--- src/rtl/cr_kme_param_fifo_pkg.sv ---
// Shared types and helpers for the parametrised KME stall FIFO.
package cr_kme_param_fifo_pkg;

   function automatic int unsigned cnt_width(input int unsigned depth);
      return $clog2(depth + 1);
   endfunction

   typedef struct packed {
      logic overflow;
      logic underflow;
      logic hwm_update;
   } fifo_flags_t;

endpackage

--- src/rtl/cr_kme_param_fifo_regfile.sv ---
// FIFO storage: synchronous write port, asynchronous read port, no reset on contents.
module cr_kme_param_fifo_regfile #(
   parameter int unsigned DATA_SIZE  = 83,
   parameter int unsigned FIFO_DEPTH = 25,
   parameter int unsigned PTR_W      = 5
) (
   input  logic                 clk,
   input  logic                 we,
   input  logic [PTR_W-1:0]     waddr,
   input  logic [DATA_SIZE-1:0] wdata,
   input  logic [PTR_W-1:0]     raddr,
   output logic [DATA_SIZE-1:0] rdata
);

   logic [DATA_SIZE-1:0] mem_q [FIFO_DEPTH];
   logic [DATA_SIZE-1:0] mem_d [FIFO_DEPTH];

   always_comb begin
      mem_d = mem_q;
      if (we) begin
         mem_d[waddr] = wdata;
      end
   end

   always_ff @(posedge clk) begin
      mem_q <= mem_d;
   end

   assign rdata = mem_q[raddr];

endmodule

--- src/rtl/cr_kme_param_fifo.sv ---
// First-word-fall-through FIFO with early stall, flush, slot counts and flag pulses.
// Optional high-water mark enabled by defining CR_KME_PARAM_FIFO_HWM_EN.
module cr_kme_param_fifo
   import cr_kme_param_fifo_pkg::*;
#(
   parameter int unsigned DATA_SIZE   = 83,
   parameter int unsigned FIFO_DEPTH  = 25,
   parameter int unsigned STALL_AT    = 0,
   parameter bit          PROG_STALL  = 1'b0,
   parameter bit          OVERRIDE_EN = 1'b0,
   localparam int unsigned CNT_W      = cnt_width(FIFO_DEPTH)
) (
   input  logic                 clk,
   input  logic                 rst_n,
   input  logic [DATA_SIZE-1:0] fifo_in,
   input  logic                 fifo_in_valid,
   output logic                 fifo_in_stall,
   input  logic                 fifo_in_stall_override,
   input  logic [CNT_W-1:0]     stall_at,
   input  logic                 clear,
   output logic [DATA_SIZE-1:0] fifo_out,
   output logic                 fifo_out_valid,
   input  logic                 fifo_out_ack,
   output logic [CNT_W-1:0]     used_slots,
   output logic [CNT_W-1:0]     free_slots,
   output logic                 fifo_overflow,
   output logic                 fifo_underflow,
   output logic [CNT_W-1:0]     fifo_hwm
);

   localparam int unsigned PTR_W = (FIFO_DEPTH > 1) ? $clog2(FIFO_DEPTH) : 1;

   logic [PTR_W-1:0] wr_ptr_q, wr_ptr_d;
   logic [PTR_W-1:0] rd_ptr_q, rd_ptr_d;
   logic [CNT_W-1:0] used_q, used_d;
   logic             ovf_q, udf_q;
   logic [CNT_W-1:0] hwm_cur;
   fifo_flags_t      flags_d;
   logic             full, empty, wen, ren;
   logic [31:0]      thr;
   logic             stall_raw;

   // Pointers wrap at FIFO_DEPTH-1, so the depth need not be a power of two.
   function automatic logic [PTR_W-1:0] ptr_inc(input logic [PTR_W-1:0] p);
      return (p == PTR_W'(FIFO_DEPTH - 1)) ? '0 : p + 1'b1;
   endfunction

   always_comb begin
      full     = (used_q == CNT_W'(FIFO_DEPTH));
      empty    = (used_q == '0);
      ren      = ~empty & fifo_out_ack;
      wen      = fifo_in_valid & (~full | ren);
      wr_ptr_d = wr_ptr_q;
      rd_ptr_d = rd_ptr_q;
      used_d   = used_q;
      flags_d  = '0;
      if (clear) begin
         wr_ptr_d = '0;
         rd_ptr_d = '0;
         used_d   = '0;
      end else begin
         if (wen) wr_ptr_d = ptr_inc(wr_ptr_q);
         if (ren) rd_ptr_d = ptr_inc(rd_ptr_q);
         used_d             = used_q + CNT_W'(wen) - CNT_W'(ren);
         flags_d.overflow   = fifo_in_valid & full & ~ren;
         flags_d.underflow  = fifo_out_ack & empty;
         flags_d.hwm_update = (used_q > hwm_cur);
      end
   end

   always_ff @(posedge clk) begin
      if (!rst_n) begin
         wr_ptr_q <= '0;
         rd_ptr_q <= '0;
         used_q   <= '0;
         ovf_q    <= 1'b0;
         udf_q    <= 1'b0;
      end else begin
         wr_ptr_q <= wr_ptr_d;
         rd_ptr_q <= rd_ptr_d;
         used_q   <= used_d;
         ovf_q    <= flags_d.overflow;
         udf_q    <= flags_d.underflow;
      end
   end

`ifdef CR_KME_PARAM_FIFO_HWM_EN
   logic [CNT_W-1:0] hwm_q, hwm_d;

   // Tracks registered occupancy, so the mark trails used_slots by one edge.
   always_comb begin
      hwm_d = hwm_q;
      if (clear) begin
         hwm_d = '0;
      end else if (flags_d.hwm_update) begin
         hwm_d = used_q;
      end
   end

   always_ff @(posedge clk) begin
      if (!rst_n) begin
         hwm_q <= '0;
      end else begin
         hwm_q <= hwm_d;
      end
   end

   assign hwm_cur  = hwm_q;
   assign fifo_hwm = hwm_q;
`else
   logic unused_hwm_update;
   assign unused_hwm_update = flags_d.hwm_update;
   assign hwm_cur  = '0;
   assign fifo_hwm = '0;
`endif

   cr_kme_param_fifo_regfile #(
      .DATA_SIZE  (DATA_SIZE),
      .FIFO_DEPTH (FIFO_DEPTH),
      .PTR_W      (PTR_W)
   ) u_regfile (
      .clk   (clk),
      .we    (wen & ~clear),
      .waddr (wr_ptr_q),
      .wdata (fifo_in),
      .raddr (rd_ptr_q),
      .rdata (fifo_out)
   );

   // A threshold at or above the depth keeps the stall permanently asserted.
   always_comb begin
      thr       = PROG_STALL ? 32'(stall_at) : 32'(STALL_AT);
      stall_raw = (32'(free_slots) <= thr);
   end

   assign fifo_in_stall  = stall_raw & ~(OVERRIDE_EN & fifo_in_stall_override);
   assign fifo_out_valid = ~empty;
   assign used_slots     = used_q;
   assign free_slots     = CNT_W'(FIFO_DEPTH) - used_q;
   assign fifo_overflow  = ovf_q;
   assign fifo_underflow = udf_q;

endmodule

--- config.mk ---
export PLATFORM = sky130hd
export DESIGN_NAME = cr_kme_param_fifo
export DESIGN_NICKNAME = d
export VERILOG_FILES = /design/src/rtl/cr_kme_param_fifo_pkg.sv /design/src/rtl/cr_kme_param_fifo_regfile.sv /design/src/rtl/cr_kme_param_fifo.sv
export SDC_FILE = /design/constraint.sdc
export NUM_CORES = 2
export LEC_CHECK = 0
export BUFFER_PORTS_ARGS = -buffer_cell sky130_fd_sc_hd__buf_2
export CAP_MARGIN = 10
export CORE_UTILIZATION = 50
export DETAILED_ROUTE_END_ITERATION = 16
export PLACE_DENSITY = 0.7
export RECOVER_POWER = 25
export SYNTH_ARGS = -nofsm -noshare
export SYNTH_HDL_FRONTEND = slang
export SYNTH_HIERARCHICAL = 1
export SYNTH_SLANG_ARGS = --single-unit
--- constraint.sdc ---
create_clock -name clk -period 12.5 [get_ports clk]
set_input_delay 1.25 -clock clk [delete_from_list [all_inputs] [get_ports clk]]
set_output_delay 1.25 -clock clk [all_outputs]
set_load 0.1 [all_outputs]
-- Word level (Yosys, flattened, before mapping)
Cells that the tools add are included.
- latch bits: 0
- logic and storage cells: 67
- memory bits (writable): 0
- ROM bits: 0
- memories kept: 0
- register bits after elaboration: 2092
- $add $sub $neg: 5
- equality and inequality tests: 3
- reduce and logical (&&, ||, !) cells: 3
- div/mod/pow operators: 0
- magnitude comparators: 4
- $mul: 0
- shift-type cells: 0
- bitwise gates (word level): 14
- mux-type cells: 8
- operators by type and width (cell ; count):
    $bwmux W2075 ; 1
    $bmux W83 S5 ; 1
    $demux W83 S5 ; 1
    $mux W83 ; 3
    $eq A5 B5 Y1 const B ; 3
    $ge A6 B6 Y1 const B ; 2
    $not A5 Y6 ; 2
    $add A5 B1 Y5 const B ; 2
    $mux W5 ; 2
    $and A1 B1 Y1 ; 6
    $lt A6 B1 Y1 const B ; 1
    $add A5 B1 Y5 ; 1
    $le A5 B1 Y1 const B ; 1
    $logic_not A5 Y1 ; 1
    $not A1 Y1 ; 5
    $sub A5 B1 Y5 ; 1
    $sub A5 B5 Y5 const A ; 1
    $reduce_or A2 Y1 ; 1
    $logic_and A1 B1 Y1 ; 1
    $or A1 B1 Y1 ; 1

-- Logic depth before layout (Yosys ltp)
- depth in word-level cells: 7
- gate-level depth with buffers: 13

-- Hierarchy
Netlist, hierarchy kept.
- modules (own cells, without submodules) (module ; cells an instance ; times used ; area an instance (um^2)):
    cr_kme_param_fifo_regfile ; 3475 ; 1 ; 78888.2
    cr_kme_param_fifo ; 126 ; 1 ; 1116.1

-- Worst setup path after synthesis
Ideal clock, no wire load.
- path kind: register to register
- start: reg used_q[1], in the netlist used_slots[1]
- end: reg u_regfile/mem_q[0] (netlist bit) (enable)
- required time: 11.770 ns
- data arrival time: 10.659 ns
- stages on the path, launching flop included: 10
- period minus slack after synthesis: 11.389 ns
- slack: 1.111 ns
- cell sequence: dfxtp_1 inv_1 ha_1 and4b_2 nor2_4 inv_1 nor2_1 or3b_2 clkbuf_1 nor4bb_1
- longest elaborated chain between the ends: 6
- elaborated cells on any way between the ends: 8
- classes of those cells: eq/ne (1); bitwise (6); reduce/logical (1)
- ends and longest elaborated chain (element ; RTL line ; text):
    start: declaration ; cr_kme_param_fifo.sv:35 ; logic [CNT_W-1:0] used_q, used_d;
    start signal: assignment ; cr_kme_param_fifo.sv:81 ; used_q <= used_d;
    $logic_not A5 Y1 ; cr_kme_param_fifo.sv:50 ; empty = (used_q == '0);
    $not A1 Y1 ; cr_kme_param_fifo.sv:51 ; ren = ~empty & fifo_out_ack;
    $and A1 B1 Y1 ; cr_kme_param_fifo.sv:51 ;
    $or A1 B1 Y1 (*) ; cr_kme_param_fifo.sv:52 ; wen = fifo_in_valid & (~full | ren);
    $and A1 B1 Y1 (*) ; cr_kme_param_fifo.sv:52 ;
    $and A1 B1 Y1 (*) ; cr_kme_param_fifo.sv:123 ; .we (wen & ~clear),
    end signal: assignment ; cr_kme_param_fifo_regfile.sv:26 ; mem_q <= mem_d;
    end: declaration ; cr_kme_param_fifo_regfile.sv:15 ; logic [DATA_SIZE-1:0] mem_q [FIFO_DEPTH];
Every way passes the cells marked *; elsewhere a longest branch is shown, timed or not.
A chain may end at the register's enable or synchronous reset.

-- Final worst setup path
- start: reg rd_ptr_q[2]
- end: out fifo_out[22]
- longest elaborated chain between the ends: 4
- ends and longest elaborated chain (element ; RTL line ; text):
    start: declaration ; cr_kme_param_fifo.sv:34 ; logic [PTR_W-1:0] rd_ptr_q, rd_ptr_d;
    start signal: assignment ; cr_kme_param_fifo.sv:80 ; rd_ptr_q <= rd_ptr_d;
    $not A5 Y6 (implied by the code) ; cr_kme_param_fifo_regfile.sv:29 ; assign rdata = mem_q[raddr];
    $bmux W83 S5 ; cr_kme_param_fifo_regfile.sv:29 ;
    $mux W83 (implied by the code) (2 in a row) ; cr_kme_param_fifo_regfile.sv:29 ;
    end: declaration ; cr_kme_param_fifo.sv:21 ; output logic [DATA_SIZE-1:0] fifo_out,
No other way between the ends. The select of a mux whose other input is x is not followed.

==> run summary <==
First-pass DRT Iterations = 5
Leak Pwr = 26.9 nW
peak supply drop = 0.147 mV
1st-iter DRT viols = 4384
final WL = 192000 µm
# IOs = 196
Max clock buf depth = 3
worst-skew pair later-pin latency = 0.84 ns
count of cell types in the netlist = 55
Die H = 402 µm
worst-margin pin slew = 1.26 ns
die width = 402 µm
pins over their slew limit = 0
clock network power share = 39.7%
Initial Utilization = 50.5%
Int Power = 0.0114 W
clock skew = 0.0496 ns
most common cell after layout, fill and taps aside = edfxtp_1
Power Density = 164 nW/µm²
routed vias = 38600
Residual DRC = 0
fraction of registers with async set or reset after synthesis = 0%
sequential share of the synthesized area = 78.3%
# port buffers = 184
DR vias/cell = 6.32
CTS tree = yes
Final Hold Fails = 0
final cycle utilization of the critical path = 65.4%
fin crit period = 8.17 ns
Net count, final = 3983
status = complete, no violations
vias in the first global route = 38900
Post-DRT Antenna Nets = 0
crit path DAT = 6.92 ns
Psw = 0.00333 W
Max Fclk = 122 MHz
Top FF cell, synth = edfxtp_1
CTS H-Tree Depth = 4
Slew HR = 16.2%
total track usage = 23.9%
initial antenna violation count = 27
largest net degree at the start of global routing = 113
HP Class = reg2reg
# setup viols final = 0
slowest cell on the critical path = buf_4
CTS resizes = 0
crit-path cells = buf_4 -> buf_4 -> buf_4 -> buf_4 -> mux2i_1 -> o21ai_1 -> a211oi_1 -> a221oi_2 -> buf_2
syn_area_per_cell = 22.2 µm²
RSZ-0062 raised after global routing = no
Logic pwr share = 7.5%
first-pass GRT wire length = 276000 µm
Worst-path clk slew = 0.06 ns
CP startpoint kind = flip-flop
synthesized flop and latch total = 2092
Max stage delay on crit path = 0.99 ns
Avg WL per Cell = 31.4 µm
core region area = 159000 µm²
Mapped Area = 80000 µm²
sw frac = 22.6%
die area = 162000 µm²
CP most frequent cell = buf_4
synthesis-to-finish area growth = 11.9%
Post-Route Setup TNS = 0 ns
Post-synth EDFFs = 2075
Post-DP HPWL = 91200 µm
Setup Buffers After CTS = 0
sequential power share = 52.8%
FILL cells = 11500
hold_ws = 0.613 ns
hold_buf cts = 0
Max-Cap Viols = 0
row count = 146
critical path class = reg2out
cells after synthesis = 3601
Inserted Clock Buffers = 201
Critical Path RT = 11.25 ns
CP max FO = 56
Root Buffer = clkbuf_16
Ys Warns = 6
Placer Congestion = 0.725
Sink Count = 2092
fraction of layout cells with a size suffix above 1 = 25.4%
grt ovf = 0
most frequent cells in the layout = edfxtp_1 (2075), mux4_2 (415), mux2i_1 (251)
crit end category = output pin
routing by layer:
layer	GRT usage [%]	vias to the layer above	share of wire, %
met3	3.82	331	8.4
met5	0	-	0.058
met2	39.8	1810	50
met1	32.9	20700	39
met4	6.60	18	2.4
li1	-	15800	-
cell usage after synthesis, drive strengths merged, types with 4 or more instances:
library cell | number | area (µm²)
ha | 13 | 163
nand3b | 6 | 45.0
nand2 | 92 | 345
a211oi | 85 | 638
mux4 | 415 | 9350
nand3 | 5 | 25.0
edfxtp | 2075 | 62300
inv | 17 | 63.8
dfxtp | 17 | 340
buf | 158 | 1010
o22ai | 84 | 526
a21oi | 8 | 40.0
mux2i | 251 | 2510
clkbuf | 44 | 166
o21ai | 88 | 440
a221oi | 82 | 1190
or3b | 5 | 43.8
nor3 | 4 | 20.0
nor2 | 114 | 438
worst max-delay path: cells and delay by family (launching register included):
kind,cells,cell delay (ns)
flip-flops,1,0.87
AO/OA/AOI/OAI,3,0.83
buffers and inverters,5,4.08
multiplexers,1,0.18
kinds of logic after synthesis:
| kind of cell | Yosys count | share of synthesized area, % |
|---|---|---|
| flip-flops | 2092 | 78.3 |
| multiplexers | 667 | 14.8 |
| AO/OA/AOI/OAI | 360 | 3.70 |
| buffers and inverters | 219 | 1.55 |
| XOR/XNOR | 2 | 0.0219 |
| AND/OR/NAND/NOR | 246 | 1.36 |
| other | 1 | 0.00469 |
| adder cells (fa/ha/maj) | 14 | 0.228 |
flip-flops by register name, summed over array words and instances (netlist names):
signal	count
fifo_overflow	1
fifo_underflow	1
rd_ptr_q	5
u_regfile/mem_q	2075
used_slots	5
wr_ptr_q	5
through the flow:
step	power (W)	utilization (%)	setup WS, ns	cell area (µm²)	std cells
global route	0.0151	56.5	4.06	89500	6112
detailed placement	0.00903	52.5	5.17	83300	5743
floorplan	0.00878	-	1.11	80000	3605
global placement	0.00901	52.5	5.23	83300	5743
finish	0.0147	56.5	4.33	89500	6115
CTS	0.0148	56.5	4.27	89600	6109
worst paths after layout:
path | from | end | slack (ns) | depth (start not counted)
hold reg to reg | wr_ptr_q[0] | wr_ptr_q[0] | 0.61 | 2
hold / removal | wr_ptr_q[0] | wr_ptr_q[0] | 0.61 | 2
setup / recovery | rd_ptr_q[2] | fifo_out[22] | 4.33 | 9
setup reg to reg | used_slots[1] | u_regfile/mem_q[1513] | 7.33 | 10
power groups by stage:
stage / combinational (W) / sequential, W / clock (W)
after floorplan: 0.000854 / 0.00793 / 0
after global placement: 0.00111 / 0.00790 / 0
after detailed placement: 0.00112 / 0.00790 / 0
after CTS: 0.00112 / 0.00776 / 0.00592
after global routing: 0.00117 / 0.00776 / 0.00618
final: 0.00110 / 0.00776 / 0.00584
layout make-up:
| cell class | count | area [µm²] | area share (%) |
|---|---|---|---|
| flip-flops and latches | 2092 | 62700 | 70.0 |
| multi-input cells | 1294 | 16400 | 18.3 |
| clock buffers | 247 | 5220 | 5.83 |
| well taps | 2072 | 2590 | 2.90 |
| repair buffers | 269 | 1560 | 1.74 |
| clock inverters | 119 | 1070 | 1.19 |
| inverters | 17 | 63.8 | 0.0713 |
| diodes | 5 | 12.5 | 0.0140 |
Power figures use the tool's default switching activity.
